===== config.mk =====
export PLATFORM = sky130hd
export DESIGN_NAME = shift_ex_stage_flat
export DESIGN_NICKNAME = d
export VERILOG_FILES = /design/src/rtl/shift_ex_if.sv /design/src/rtl/shift_ex_stage.sv /design/src/flat_wrapper.sv
export SDC_FILE = /design/constraint.sdc
export NUM_CORES = 1
export LEC_CHECK = 0
export ABC_AREA = 1
export CAP_MARGIN = 20
export CORE_UTILIZATION = 30
export DETAILED_ROUTE_END_ITERATION = 8
export PLACE_DENSITY = 0.57
export RECOVER_POWER = 100
export SYNTH_ARGS = -nofsm -noshare
export SYNTH_HDL_FRONTEND = slang
export SYNTH_SLANG_ARGS = --single-unit
export TNS_END_PERCENT = 50

===== constraint.sdc =====
create_clock -name clk -period 4.8 [get_ports clk]
set_input_delay 0.48 -clock clk [delete_from_list [all_inputs] [get_ports clk]]
set_output_delay 0.48 -clock clk [all_outputs]
set_load 0.02 [all_outputs]

===== src/rtl/shift_ex_if.sv =====
// rtl/shift_ex_if.sv - upstream/downstream handshake bundle for the shift EX stage
interface shift_ex_if #(
  parameter int RD_W = 5
);
  logic            in_valid;
  logic            in_ready;
  logic [1:0]      in_op;
  logic            in_var;
  logic [4:0]      in_shamt;
  logic [31:0]     in_rs;
  logic [31:0]     in_rt;
  logic [RD_W-1:0] in_rd;
  logic            out_valid;
  logic            out_ready;
  logic [31:0]     out_result;
  logic [RD_W-1:0] out_rd;

  modport master (
    output in_valid, in_op, in_var, in_shamt, in_rs, in_rt, in_rd, out_ready,
    input  in_ready, out_valid, out_result, out_rd
  );

  modport slave (
    input  in_valid, in_op, in_var, in_shamt, in_rs, in_rt, in_rd, out_ready,
    output in_ready, out_valid, out_result, out_rd
  );
endinterface


===== src/rtl/shift_ex_stage.sv =====
// rtl/shift_ex_stage.sv - two-slot elastic shift stage (operand latch + result register)
module shift_ex_stage #(
  parameter int RD_W = 5
) (
  input  logic        clk,
  input  logic        rst,
  input  logic        flush,
  shift_ex_if.slave   bus,
  output logic [15:0] retired
);

  typedef enum logic [1:0] {
    OP_SLL = 2'b00,
    OP_SRL = 2'b01,
    OP_RSV = 2'b10,
    OP_SRA = 2'b11
  } shift_op_e;

  logic            s1_valid;
  shift_op_e       s1_op;
  logic [4:0]      s1_amt;
  logic [31:0]     s1_data;
  logic [RD_W-1:0] s1_rd;

  logic            s2_valid;
  logic [31:0]     s2_result;
  logic [RD_W-1:0] s2_rd;

  logic            s2_free;
  logic            accept;
  logic            advance;
  logic            handshake;
  logic [4:0]      amount;
  logic [31:0]     shifted;
  logic            unused_rs_bits;

  function automatic logic [31:0] reverse32(input logic [31:0] d);
    logic [31:0] r;
    for (int b = 0; b < 32; b++) r[b] = d[31-b];
    return r;
  endfunction

  // Single right-shifting barrel; left shifts run through it bit-reversed.
  function automatic logic [31:0] shift_value(input shift_op_e op, input logic [4:0] amt,
                                              input logic [31:0] d);
    logic [31:0] v;
    logic        fill;
    fill = (op == OP_SRA) & d[31];
    v = (op == OP_SLL) ? reverse32(d) : d;
    for (int i = 0; i < 5; i++) begin
      if (amt[i]) v = fill ? ~(~v >> (1 << i)) : (v >> (1 << i));
    end
    if (op == OP_SLL) v = reverse32(v);
    if (op == OP_RSV) v = '0;
    return v;
  endfunction

  assign s2_free      = !s2_valid | bus.out_ready;
  assign bus.in_ready = !rst & !flush & (!s1_valid | s2_free);
  assign accept       = bus.in_valid & bus.in_ready;
  assign advance      = s1_valid & s2_free;
  assign handshake    = s2_valid & bus.out_ready & !flush;

  assign amount         = bus.in_var ? bus.in_rs[4:0] : bus.in_shamt;
  assign unused_rs_bits = ^bus.in_rs[31:5];

  always_comb begin
    shifted = shift_value(s1_op, s1_amt, s1_data);
  end

  always_ff @(posedge clk) begin
    if (rst) begin
      s1_valid  <= 1'b0;
      s1_op     <= OP_SLL;
      s1_amt    <= '0;
      s1_data   <= '0;
      s1_rd     <= '0;
      s2_valid  <= 1'b0;
      s2_result <= '0;
      s2_rd     <= '0;
      retired   <= '0;
    end else begin
      if (flush) begin
        s1_valid <= 1'b0;
        s2_valid <= 1'b0;
      end else begin
        if (accept) begin
          s1_valid <= 1'b1;
          s1_op    <= shift_op_e'(bus.in_op);
          s1_amt   <= amount;
          s1_data  <= bus.in_rt;
          s1_rd    <= bus.in_rd;
        end else if (advance) begin
          s1_valid <= 1'b0;
        end

        // S2 holds its contents whenever it is stalled so the output stays stable.
        if (advance) begin
          s2_valid  <= 1'b1;
          s2_result <= shifted;
          s2_rd     <= s1_rd;
        end else if (bus.out_ready) begin
          s2_valid <= 1'b0;
        end
      end

      if (handshake) retired <= retired + 16'd1;
    end
  end

  assign bus.out_valid  = s2_valid;
  assign bus.out_result = s2_result;
  assign bus.out_rd     = s2_rd;

endmodule


===== src/flat_wrapper.sv =====
// flat-port wrapper written by rule: the top's interface ports become plain ports
module shift_ex_stage_flat 
#(
  parameter int RD_W = 5
)
  (clk, rst, flush, retired, bus_in_valid, bus_in_op, bus_in_var, bus_in_shamt, bus_in_rs, bus_in_rt, bus_in_rd, bus_out_ready, bus_in_ready, bus_out_valid, bus_out_result, bus_out_rd);
  shift_ex_if #(.RD_W(RD_W)) bus_i ();
  input  logic clk;
  input  logic rst;
  input  logic flush;
  output logic [15:0] retired;
  input wire logic [$bits(bus_i.in_valid)-1:0] bus_in_valid;
  input wire logic [$bits(bus_i.in_op)-1:0] bus_in_op;
  input wire logic [$bits(bus_i.in_var)-1:0] bus_in_var;
  input wire logic [$bits(bus_i.in_shamt)-1:0] bus_in_shamt;
  input wire logic [$bits(bus_i.in_rs)-1:0] bus_in_rs;
  input wire logic [$bits(bus_i.in_rt)-1:0] bus_in_rt;
  input wire logic [$bits(bus_i.in_rd)-1:0] bus_in_rd;
  input wire logic [$bits(bus_i.out_ready)-1:0] bus_out_ready;
  output wire logic [$bits(bus_i.in_ready)-1:0] bus_in_ready;
  output wire logic [$bits(bus_i.out_valid)-1:0] bus_out_valid;
  output wire logic [$bits(bus_i.out_result)-1:0] bus_out_result;
  output wire logic [$bits(bus_i.out_rd)-1:0] bus_out_rd;
  assign bus_i.in_valid = bus_in_valid;
  assign bus_i.in_op = bus_in_op;
  assign bus_i.in_var = bus_in_var;
  assign bus_i.in_shamt = bus_in_shamt;
  assign bus_i.in_rs = bus_in_rs;
  assign bus_i.in_rt = bus_in_rt;
  assign bus_i.in_rd = bus_in_rd;
  assign bus_i.out_ready = bus_out_ready;
  assign bus_in_ready = bus_i.in_ready;
  assign bus_out_valid = bus_i.out_valid;
  assign bus_out_result = bus_i.out_result;
  assign bus_out_rd = bus_i.out_rd;
  shift_ex_stage #(.RD_W(RD_W)) u_core (.clk(clk), .rst(rst), .flush(flush), .bus(bus_i), .retired(retired));
endmodule

**Word level (Yosys, flattened, before mapping)**

Index checks and enable logic that the tools add are counted.

- Flip-flop bits (word level): 99
- Latch bits: 0
- Bits in writable memories: 0
- ROM bits: 0
- Input port bits: 82
- Output and inout port bits: 55
- Logic and storage cells: 60
- Memories: 0

- $add $sub $neg: 1
- $mul: 0
- Div/mod/pow operators: 0
- Order comparisons: 0
- Equality and inequality tests: 2
- Shift-type cells: 0
- Muxes and demuxes: 18
- Bitwise gates (word level): 20
- Reduce and logical (&&, ||, !) cells: 10

Operators by type and width:

| kind | number |
|---|---|
| $mux W32 | 13 |
| $not A32 Y32 | 5 |
| $not A16 Y32 | 1 |
| $not A24 Y32 | 1 |
| $not A28 Y32 | 1 |
| $not A30 Y32 | 1 |
| $not A31 Y32 | 1 |
| $add A16 B1 Y16 const B | 1 |
| $and A1 B1 Y1 | 7 |
| $mux W5 | 1 |
| $eq A2 B2 Y1 const B | 2 |
| $logic_not A1 Y1 | 4 |
| $mux W1 | 4 |
| $reduce_and A2 Y1 | 2 |
| $reduce_bool A2 Y1 | 2 |
| $logic_not A2 Y1 | 1 |
| $or A1 B1 Y1 | 2 |
| $reduce_or A2 Y1 | 1 |
| $not A1 Y1 | 1 |

**Logic depth before layout (Yosys ltp)**

Gate-level depths: netlist of run 1.

- Word-level depth: 24
- Gate-level depth with buffers: 16

**Worst setup path before layout of run 1**

OpenSTA, ideal clock, no wires.

- Path type: input-to-reg
- From: input rst
- To: register u_core.s1_data[10]
- Arrival time: 1,793 ps
- Data required time: 4,672 ps
- Slack: 2,878 ps
- Cell stages on the path: 8
- Buffers on the path: 3
- Cell sequence: clkbuf_1 -> nor2_1 -> nand2_1 -> inv_1 -> nand2_1 -> clkbuf_1 -> buf_1 -> a21oi_1

- Cells in the longest elaborated chain, start to end: 5

RTL lines:

| what | RTL line | text |
|---|---|---|
| start, declared | flat_wrapper.sv:9 | `input logic rst;` |
| $logic_not A1 Y1 | shift_ex_stage.sv:59 | `assign bus.in_ready = !rst & !flush & (!s1_valid \| s2_free);` |
| $and A1 B1 Y1 (2 in series) | shift_ex_stage.sv:59 |  |
| net bus_in_ready | flat_wrapper.sv:20 | `output wire logic [$bits(bus_i.in_ready)-1:0] bus_in_ready;` |
| $and A1 B1 Y1 | shift_ex_stage.sv:60 | `assign accept = bus.in_valid & bus.in_ready;` |
| $reduce_and A2 Y1 (no line) | -- |  |
| end signal, assigned | shift_ex_stage.sv:91 | `s1_data <= bus.in_rt;` |
| end, declared | shift_ex_stage.sv:22 | `logic [31:0] s1_data;` |

The timed path passes the listed nets, and every way through them passes these cells.
A chain may end at the register's enable or synchronous reset.

**Worst setup path after layout of run 1**

- From: register u_core.s1_op[0]
- To: register u_core.s2_result[3] (netlist: u_core.bus.out_result[3])

- Cells in the longest elaborated chain, start to end: 21
- Elaborated cells between the ends (all ways): 27
- Those cells by class: eq/ne (2); mux (13); bitwise (11); reduce/logical (1)

RTL lines:

| what | RTL line | text |
|---|---|---|
| start, declared | shift_ex_stage.sv:20 | `shift_op_e s1_op;` |
| start signal, assigned | shift_ex_stage.sv:89 | `s1_op <= shift_op_e'(bus.in_op);` |
| $logic_not A2 Y1 | shift_ex_stage.sv:49, shift_ex_stage.sv:53 |  |
| $mux W32 | shift_ex_stage.sv:49 | `v = (op == OP_SLL) ? reverse32(d) : d;` |
| $not A32 Y32 | shift_ex_stage.sv:51 | `if (amt[i]) v = fill ? ~(~v >> (1 << i)) : (v >> (1 << i));` |
| $not A31 Y32 | shift_ex_stage.sv:51 |  |
| $mux W32 (2 in series) | shift_ex_stage.sv:51 |  |
| $not A32 Y32 | shift_ex_stage.sv:51 |  |
| $not A30 Y32 | shift_ex_stage.sv:51 |  |
| $mux W32 (2 in series) | shift_ex_stage.sv:51 |  |
| (+2 left out) | -- |  |
| $not A24 Y32 / $mux W32 (equally long branches) | shift_ex_stage.sv:51 |  |
| $mux W32 | shift_ex_stage.sv:51 |  |
| $mux W32 / $not A32 Y32 (equally long branches) | shift_ex_stage.sv:51 |  |
| $not A32 Y32 / $not A24 Y32 (equally long branches) | shift_ex_stage.sv:51 |  |
| $not A16 Y32 / $mux W32 (equally long branches) | shift_ex_stage.sv:51 |  |
| $mux W32 (2 in series) | shift_ex_stage.sv:51 |  |
| $mux W32 | shift_ex_stage.sv:53 | `if (op == OP_SLL) v = reverse32(v);` |
| $mux W32 (*) | shift_ex_stage.sv:54 | `if (op == OP_RSV) v = '0;` |
| end signal, assigned | shift_ex_stage.sv:100 | `s2_result <= shifted;` |
| end, declared | shift_ex_stage.sv:26 | `logic [31:0] s2_result;` |

Mark *: on every way between the ends. The rest lies on a longest branch, timed or not.

==> results of run 1 <==
==> registers in the layout, indices dropped and copies added, names as in the netlist <==
register,count
u_core.bus.out_result,32
u_core.s1_data,32
u_core.retired,16
u_core.bus.out_rd,5
u_core.s1_amt,5
u_core.s1_rd,5
u_core.s1_op,2
u_core.bus.out_valid,1
u_core.s1_valid,1
==> kinds of logic (layout without fill, tap and decap cells) <==
family	Yosys count	after routing	share of synthesized area, %
XOR/XNOR	3	3	0.4218
flip-flops	99	99	31.81
AND/OR/NAND/NOR	638	638	45.43
AO/OA/AOI/OAI	145	145	12.23
buffers and inverters	159	223	9.902
adder cells (fa/ha/maj)	1	1	0.2008
==> layout make-up <==
class | count | area (sq um)
Fill cell | 2282 | 12510
Multi-Input combinational cell | 787 | 3642
Sequential cell | 99 | 1982
Timing Repair Buffer | 121 | 1194
Tap cell | 270 | 337.8
Inverter | 86 | 322.8
Clock buffer | 9 | 225.2
Clock inverter | 7 | 82.58
==> report_power, final <==
group	internal [mW]	total, mW	switching [mW]	leakage (nW)
Sequential	0.843	0.857	0.0133	0.803
Clock	0.414	0.760	0.346	0.150
Combinational	0.191	0.546	0.355	2.48
Total	1.45	2.16	0.715	3.43
==> stage by stage <==
step / cells / hold WS [ps] / util, % / setup WS [ps]
3_3_place_gp: 1363 / 442.6 / 36.85 / 1783
6_report: 1379 / 460.5 / 38.36 / 1685
3_5_place_dp: 1363 / 454.2 / 36.85 / 1737
5_1_grt: 1379 / 487.2 / 38.36 / 1340
4_1_cts: 1379 / 466.1 / 38.37 / 1711
2_1_floorplan: 1045 / 429.7 / - / 2878
==> worst max-delay path: cells and delay by family (launching register included) <==
| family | cells | cell delay (ps) |
|---|---|---|
| AOI/OAI and AO/OA | 1 | 160 |
| buffers and inverters | 3 | 540 |
| DFF | 1 | 310 |
| and+or+nand+nor | 12 | 1990 |
==> synthesized netlist by cell type <==
master                     count
sky130_fd_sc_hd__nor3_1        5
sky130_fd_sc_hd__dfxtp_1      99
sky130_fd_sc_hd__nand2_1     253
sky130_fd_sc_hd__a21oi_1      70
sky130_fd_sc_hd__ha_1          1
sky130_fd_sc_hd__o211ai_1      1
sky130_fd_sc_hd__inv_1        80
sky130_fd_sc_hd__a21boi_1      1
sky130_fd_sc_hd__nor4_1        1
sky130_fd_sc_hd__xor2_1        3
sky130_fd_sc_hd__nor2_2        1
sky130_fd_sc_hd__clkbuf_1     37
sky130_fd_sc_hd__nor3b_1       3
sky130_fd_sc_hd__o21ai_0      57
sky130_fd_sc_hd__nand3_1     314
sky130_fd_sc_hd__inv_2         4
sky130_fd_sc_hd__buf_4         2
sky130_fd_sc_hd__buf_2        10
sky130_fd_sc_hd__nor3_2        1
sky130_fd_sc_hd__a21o_1        1
sky130_fd_sc_hd__nand4_1       4
sky130_fd_sc_hd__nor2_1       55
sky130_fd_sc_hd__o21ai_1       4
sky130_fd_sc_hd__clkinv_1      2
sky130_fd_sc_hd__a211oi_1     10
sky130_fd_sc_hd__buf_1        24
sky130_fd_sc_hd__nand3b_1      1
sky130_fd_sc_hd__a21oi_2       1
==> metal layers <==
layer  up-vias  global-route usage, %  routed length, microns
met4         0                  5.990                     397
met5         -                      0                       0
met1      3147                  22.06                    8701
li1       3609                      -                       -
met3        24                  4.719                    1130
met2       167                  31.08                    8805
==> worst paths after layout <==
kind | from | slack, ps | to | cells past startpoint
worst max-delay path | u_core.s1_op[0]$_SDFFE_PP0P_ | 1680 | u_core.bus.out_result[3]$_SDFFE_PP0P_ | 16
worst max register to register | u_core.s1_op[0]$_SDFFE_PP0P_ | 1680 | u_core.bus.out_result[3]$_SDFFE_PP0P_ | 16
worst min-delay path | u_core.s1_rd[0]$_SDFFE_PP0P_ | 460 | u_core.bus.out_rd[0]$_SDFFE_PP0P_ | 2
worst min register to register | u_core.s1_rd[0]$_SDFFE_PP0P_ | 460 | u_core.bus.out_rd[0]$_SDFFE_PP0P_ | 2
==> implementation parameters, run 1 <==
Parameter                              Value

Synth
  Yosys top cell area share ... between 30% and 40%
  Syn. warnings ... 0
  Area of the mapped netlist ... between 0.006 and 0.007 sq mm
  Seq cells post-synth ... 99
  Sequential-to-total area share from yosys stat ... between 30% and 40%
  Gate count after technology mapping ... about 1000
  Dominant cell type by area after synthesis ... sky130_fd_sc_hd__dfxtp_1
  Post-Synthesis Net Count ... 1128
  Cells taking the most area after synthesis ... sky130_fd_sc_hd__dfxtp_1 32%, sky130_fd_sc_hd__nand3_1 25%, sky130_fd_sc_hd__nand2_1 15%
  Unique masters post-synth ... 28
  Avg Cell Area, Syn ... slightly below 6 sq um

Power
  Power density cells ... 277.9 mW/mm^2
  Maximum ir drop on the vdd rail ... around 0.18 mV
  Final Power ... between 2 and 2.5 mW
  Leakage ... roughly 3.4 nW

Global routing
  Initial antenna violation count ... 0
  Global-route congestion overflow total ... 0
  Vias in the first global route ... ~6600
  Wire length of the first global-routing pass ... roughly 32000 microns
  Aggregate global-route resource usage ... 18.16%
  Pin count of the biggest net entering global routing ... 54

Clock tree
  Clk sink count ... 99
  Resize count post-CTS ... 0
  Post-CTS Setup Inserts ... 0
  Maximum buffer depth of the clock tree ... 2
  Clock buffer count from CTS ... 9
  Post-CTS Hold Buffers ... 0
  Clock tree from TritonCTS ... yes
  Worst skew pair latency ... approximately 360 ps
  CTS HTree Levels ... 3
  Worst-path clk slew ... roughly 80 ps
  Root buffer selected by CTS ... sky130_fd_sc_hd__clkbuf_16

Placed design
  Instance area after placement ... about 0.0075 sq mm
  Post-DP HPWL ... 13870 microns
  Final Wtd Congestion ... 0.8963
  Port Buffers ... approximately 110

Floorplanning
  Die H ... roughly 150 microns
  Die width ... roughly 150 microns
  Die area ... about 0.021 sq mm
  Placeable core region ... a little over 0.02 sq mm
  Initial core utilization ... between 30 and 40%
  I/O pin total ... 137
  Row cnt ... 52

STA
  Number of endpoints with negative hold slack in the final report ... 0
  Actual slew at the worst max-slew pin ... about 1600 ps
  Worst slew slack as a fraction of its limit ... -6.993%
  Number of max-slew violations in the final report ... 53
  Top achievable clock speed ... ~320 MHz
  Unrepaired setup endpoints after global routing ... no
  Setup-violating endpoint count in the final report ... 0
  Post-route fraction of the period consumed by the critical path ... between 60% and 70%
  Final min period ... between 3000 and 4000 ps
  Total Neg Setup Slack ... 0 ps
  Setup Skew ... 12.10 ps

Cells and area
  Design area ... a little under 0.008 sq mm
  Antenna cells ... 0
  Share of layout cells above drive strength 1 ... around 3.1%
  Most frequent cells in the layout ... 314 x sky130_fd_sc_hd__nand3_1, 253 x sky130_fd_sc_hd__nand2_1, 99 x sky130_fd_sc_hd__dfxtp_1, 81 x sky130_fd_sc_hd__inv_1, 70 x sky130_fd_sc_hd__a21oi_1
  Most frequent standard cell in the layout excluding fill and tap cells ... sky130_fd_sc_hd__nand3_1
  Synth-to-Final Area Change ... 24.98%
  Count of nets after finishing ... around 1200

Drt
  Vias after detailed routing ... ~6900
  Residual DRC ... 0
  Vias per cell ... ~5.0
  Antenna viol nets, final ... 0
  First drt pass iteration count ... 5
  Avg WL per Cell ... 13.80 microns
  Detailed router's first-iteration violation count ... between 500 and 600
  Post-detailed-routing wire length ... around 19000 microns

Run
  Max-cap violations ... 1

Critical path
  Type of the setup path with the least slack ... reg2reg
  Arr. time, crit path ... between 3000 and 4000 ps
  Worst path most repeated cell ... sky130_fd_sc_hd__nand2_1
  Crit path launch type ... flip-flop
  Series of cell instances along the critical path ... buf_4, inv_1, nand2_1, nand2_1, nand3_1, nand2_1, nand2_1, nand3_1, nand2_1, nand2_1, nand2_1, nand2_1, nand3_1, nand2_1, o21ai_0, inv_1
  Maximum fanout along the worst path ... 31
  Worst path max stage delay ... about 800 ps
  Critical path data required time ... ~5100 ps
  Slowest library cell on the worst path ... sky130_fd_sc_hd__nand2_1
  Element type at the critical path end ... flip-flop

Min path
  Hold crit path type ... reg2reg

Run status
  Violations in the final reports ... capacitance limit, slew limit
  Status ... finished with violations
Power figures use the tool's default switching activity.
==> run 2: changes to the inputs <==
--- a/config.mk
+++ b/config.mk
@@ -9,7 +9,7 @@
 export CAP_MARGIN = 20
 export CORE_UTILIZATION = 30
 export DETAILED_ROUTE_END_ITERATION = 8
-export PLACE_DENSITY = 0.57
+export PLACE_DENSITY = 0.59
 export RECOVER_POWER = 100
 export SYNTH_ARGS = -nofsm -noshare
 export SYNTH_HDL_FRONTEND = slang
==> constraint.sdc (replaced) <==
create_clock -name clk -period 2.7 [get_ports clk]
set_input_delay 0.27 -clock clk [delete_from_list [all_inputs] [get_ports clk]]
set_output_delay 0.27 -clock clk [all_outputs]
set_load 0.02 [all_outputs]
==> run 2 against run 1 <==
Die area unchanged. Sequential cell count unchanged. Clock-buffer cell count unchanged. Routed wire length up 0.37%. Total power up 78%. Worst setup slack worse by 1300 ps. The run now ends clean. Largest power group unchanged. Global-route usage up 0.28 points. Final cell count up 0.65%. Critical path depth unchanged. Largest cell class unchanged. Clock power up 75%.
==> implementation parameters, run 2 (same netlist as run 1, synthesis figures left out) <==
Parameter                              Value

STA
  Post-route fraction of the period consumed by the critical path ... 87.26%
  Final min period ... 2356 ps
  Final worst slack ... between 300 and 400 ps
  Actual slew at the worst max-slew pin ... between 900 and 1000 ps
  Post-route worst hold slack ... roughly 460 ps
  Number of max-slew violations in the final report ... 0
  Unrepaired setup endpoints after global routing ... no
  Number of endpoints with negative hold slack in the final report ... 0
  Setup Skew ... about 17 ps
  Worst slew slack as a fraction of its limit ... between 30% and 40%
  Total Neg Setup Slack ... 0 ps
  Setup-violating endpoint count in the final report ... 0
  Top achievable clock speed ... 424.4 MHz

Placed design
  Post-DP HPWL ... approximately 14000 microns
  Post-placement setup slack ... between 300 and 400 ps
  Final Wtd Congestion ... 0.9062
  Port Buffers ... between 100 and 150
  Cell Count Post-Placement ... approximately 1400

Critical path
  Series of cell instances along the critical path ... inv_2, nand2_1, buf_4, nand2_1, nand2_1, nand2_1, nand3_1, nand3_1, nand2_1, nand2_1, o21ai_0, nand2_1, nand3_1, nand3_1, nand2_1, inv_1
  Maximum fanout along the worst path ... 31
  Register-to-Register Setup Slack ... roughly 340 ps
  Critical path data required time ... approximately 3000 ps
  Capture point of the critical path ... u_core.bus.out_result[5]$_SDFFE_PP0P_
  Worst Reg-to-Reg Cells ... 16
  Slowest library cell on the worst path ... sky130_fd_sc_hd__dfxtp_1
  Arr. time, crit path ... ~2600 ps
  Element type at the critical path end ... flip-flop
  Type of the setup path with the least slack ... reg2reg
  Capture point of the worst reg-to-reg path ... u_core.bus.out_result[5]$_SDFFE_PP0P_
  Worst path max stage delay ... 450 ps
  Worst path most repeated cell ... sky130_fd_sc_hd__nand2_1
  Worst reg2reg path startpoint ... u_core.s1_op[0]$_SDFFE_PP0P_
  Worst Setup SP ... u_core.s1_op[0]$_SDFFE_PP0P_
  Crit path launch type ... flip-flop

Clock tree
  Clk sink count ... 99
  Maximum buffer depth of the clock tree ... 2
  Post-CTS Setup Inserts ... 0
  CTS HTree Levels ... 3
  Worst skew pair latency ... between 300 and 400 ps
  Clock buffer count from CTS ... 9
  Worst-path clk slew ... 90 ps
  Resize count post-CTS ... 0
  Post-CTS Hold Buffers ... 0
  Root buffer selected by CTS ... sky130_fd_sc_hd__clkbuf_16
  Clock tree from TritonCTS ... yes

Global routing
  Vias in the first global route ... 6609
  Wire length of the first global-routing pass ... 32020 microns
  Global-route congestion overflow total ... 0
  Aggregate global-route resource usage ... 18.43%
  Initial antenna violation count ... 0
  Pin count of the biggest net entering global routing ... 89

Cells and area
  Most frequent standard cell in the layout excluding fill and tap cells ... sky130_fd_sc_hd__nand3_1
  Non-filler cells in the finished layout ... around 1400
  Count of nets after finishing ... 1196
  Antenna cells ... 0
  Util after Layout ... between 30% and 40%
  Share of layout cells above drive strength 1 ... under 10%
  Most frequent cells in the layout ... 314 x sky130_fd_sc_hd__nand3_1, 252 x sky130_fd_sc_hd__nand2_1, 99 x sky130_fd_sc_hd__dfxtp_1, 80 x sky130_fd_sc_hd__inv_1, 70 x sky130_fd_sc_hd__a21oi_1
  Synth-to-Final Area Change ... 26.27%

Drt
  Detailed router's first-iteration violation count ... slightly below 400
  Post-detailed-routing wire length ... 19110 microns
  Vias after detailed routing ... ~7000
  Avg WL per Cell ... ~14 microns
  Vias per cell ... slightly above 5
  Antenna viol nets, final ... 0
  First drt pass iteration count ... 5
  Residual DRC ... 0

Floorplanning
  Initial core utilization ... 30.69%
  Die area ... between 0.02 and 0.025 sq mm
  Placeable core region ... 0.02030 sq mm
  I/O pin total ... between 100 and 150
  Die width ... 146.1 microns
  Row cnt ... between 50 and 60
  Die H ... between 100 and 150 microns

Power
  Power density cells ... 488.8 mW/mm^2
  Maximum ir drop on the vdd rail ... approximately 0.32 mV
  Leakage ... ~3.5 nW

Min path
  Hold crit path type ... reg2reg

Run
  Max-cap violations ... 0

Run status
  Status ... complete, no violations
==> run 2: routing by layer <==
| layer | up-vias | part of all wire [%] | routed length, microns | GRT usage (%) |
|---|---|---|---|---|
| met5 | - | 0 | 0 | 0 |
| met4 | 0 | 1.6 | 301 | 5.313 |
| met1 | 3191 | 46 | 8721 | 23.05 |
| li1 | 3626 | - | - | - |
| met3 | 24 | 5.4 | 1033 | 4.406 |
| met2 | 156 | 47 | 9050 | 31.39 |
==> run 2: power by group <==
group / switching (mW) / internal (mW)
Sequential: 0.0179 / 1.50
Clock: 0.667 / 0.667
Combinational: 0.644 / 0.350
Total: 1.33 / 2.52
==> run 2: layout make-up <==
cell class	count	area (sq um)
Fill cell	2261	12430
Clock buffer	9	225.2
Timing Repair Buffer	130	1265
Clock inverter	7	88.84
Sequential cell	99	1982
Multi-Input combinational cell	787	3645
Inverter	86	322.8
Tap cell	270	337.8
==> run 2: worst max-delay path, delay by kind of cell (launching register included) <==
kind / cells / cell delay [ps]
flip-flops: 1 / 450
buffers and inverters: 3 / 480
AND/OR/NAND/NOR: 12 / 1150
AO/OA/AOI/OAI: 1 / 150
==> run 2: through the flow <==
stage	area, sq um	power [mW]
2_1_floorplan	6230	2.241
3_3_place_gp	7574	2.538
3_5_place_dp	7574	2.547
4_1_cts	7888	3.895
5_1_grt	7866	4.092
6_report	7866	3.845
==> run 2: how the worst min path moves through the flow <==
stage / startpoint / end / depth (start not counted)
after CTS: u_core.s1_rd[2]$_SDFFE_PP0P_ / u_core.bus.out_rd[2]$_SDFFE_PP0P_ / 2
after global routing: u_core.s1_rd[2]$_SDFFE_PP0P_ / u_core.bus.out_rd[2]$_SDFFE_PP0P_ / 2
after global placement: u_core.s1_rd[3]$_SDFFE_PP0P_ / u_core.bus.out_rd[3]$_SDFFE_PP0P_ / 2
after detailed placement: u_core.s1_rd[3]$_SDFFE_PP0P_ / u_core.bus.out_rd[3]$_SDFFE_PP0P_ / 2
after floorplan: u_core.s1_rd[0]$_SDFFE_PP0P_ / u_core.s1_rd[0]$_SDFFE_PP0P_ / 2
final: u_core.s1_rd[2]$_SDFFE_PP0P_ / u_core.bus.out_rd[2]$_SDFFE_PP0P_ / 2
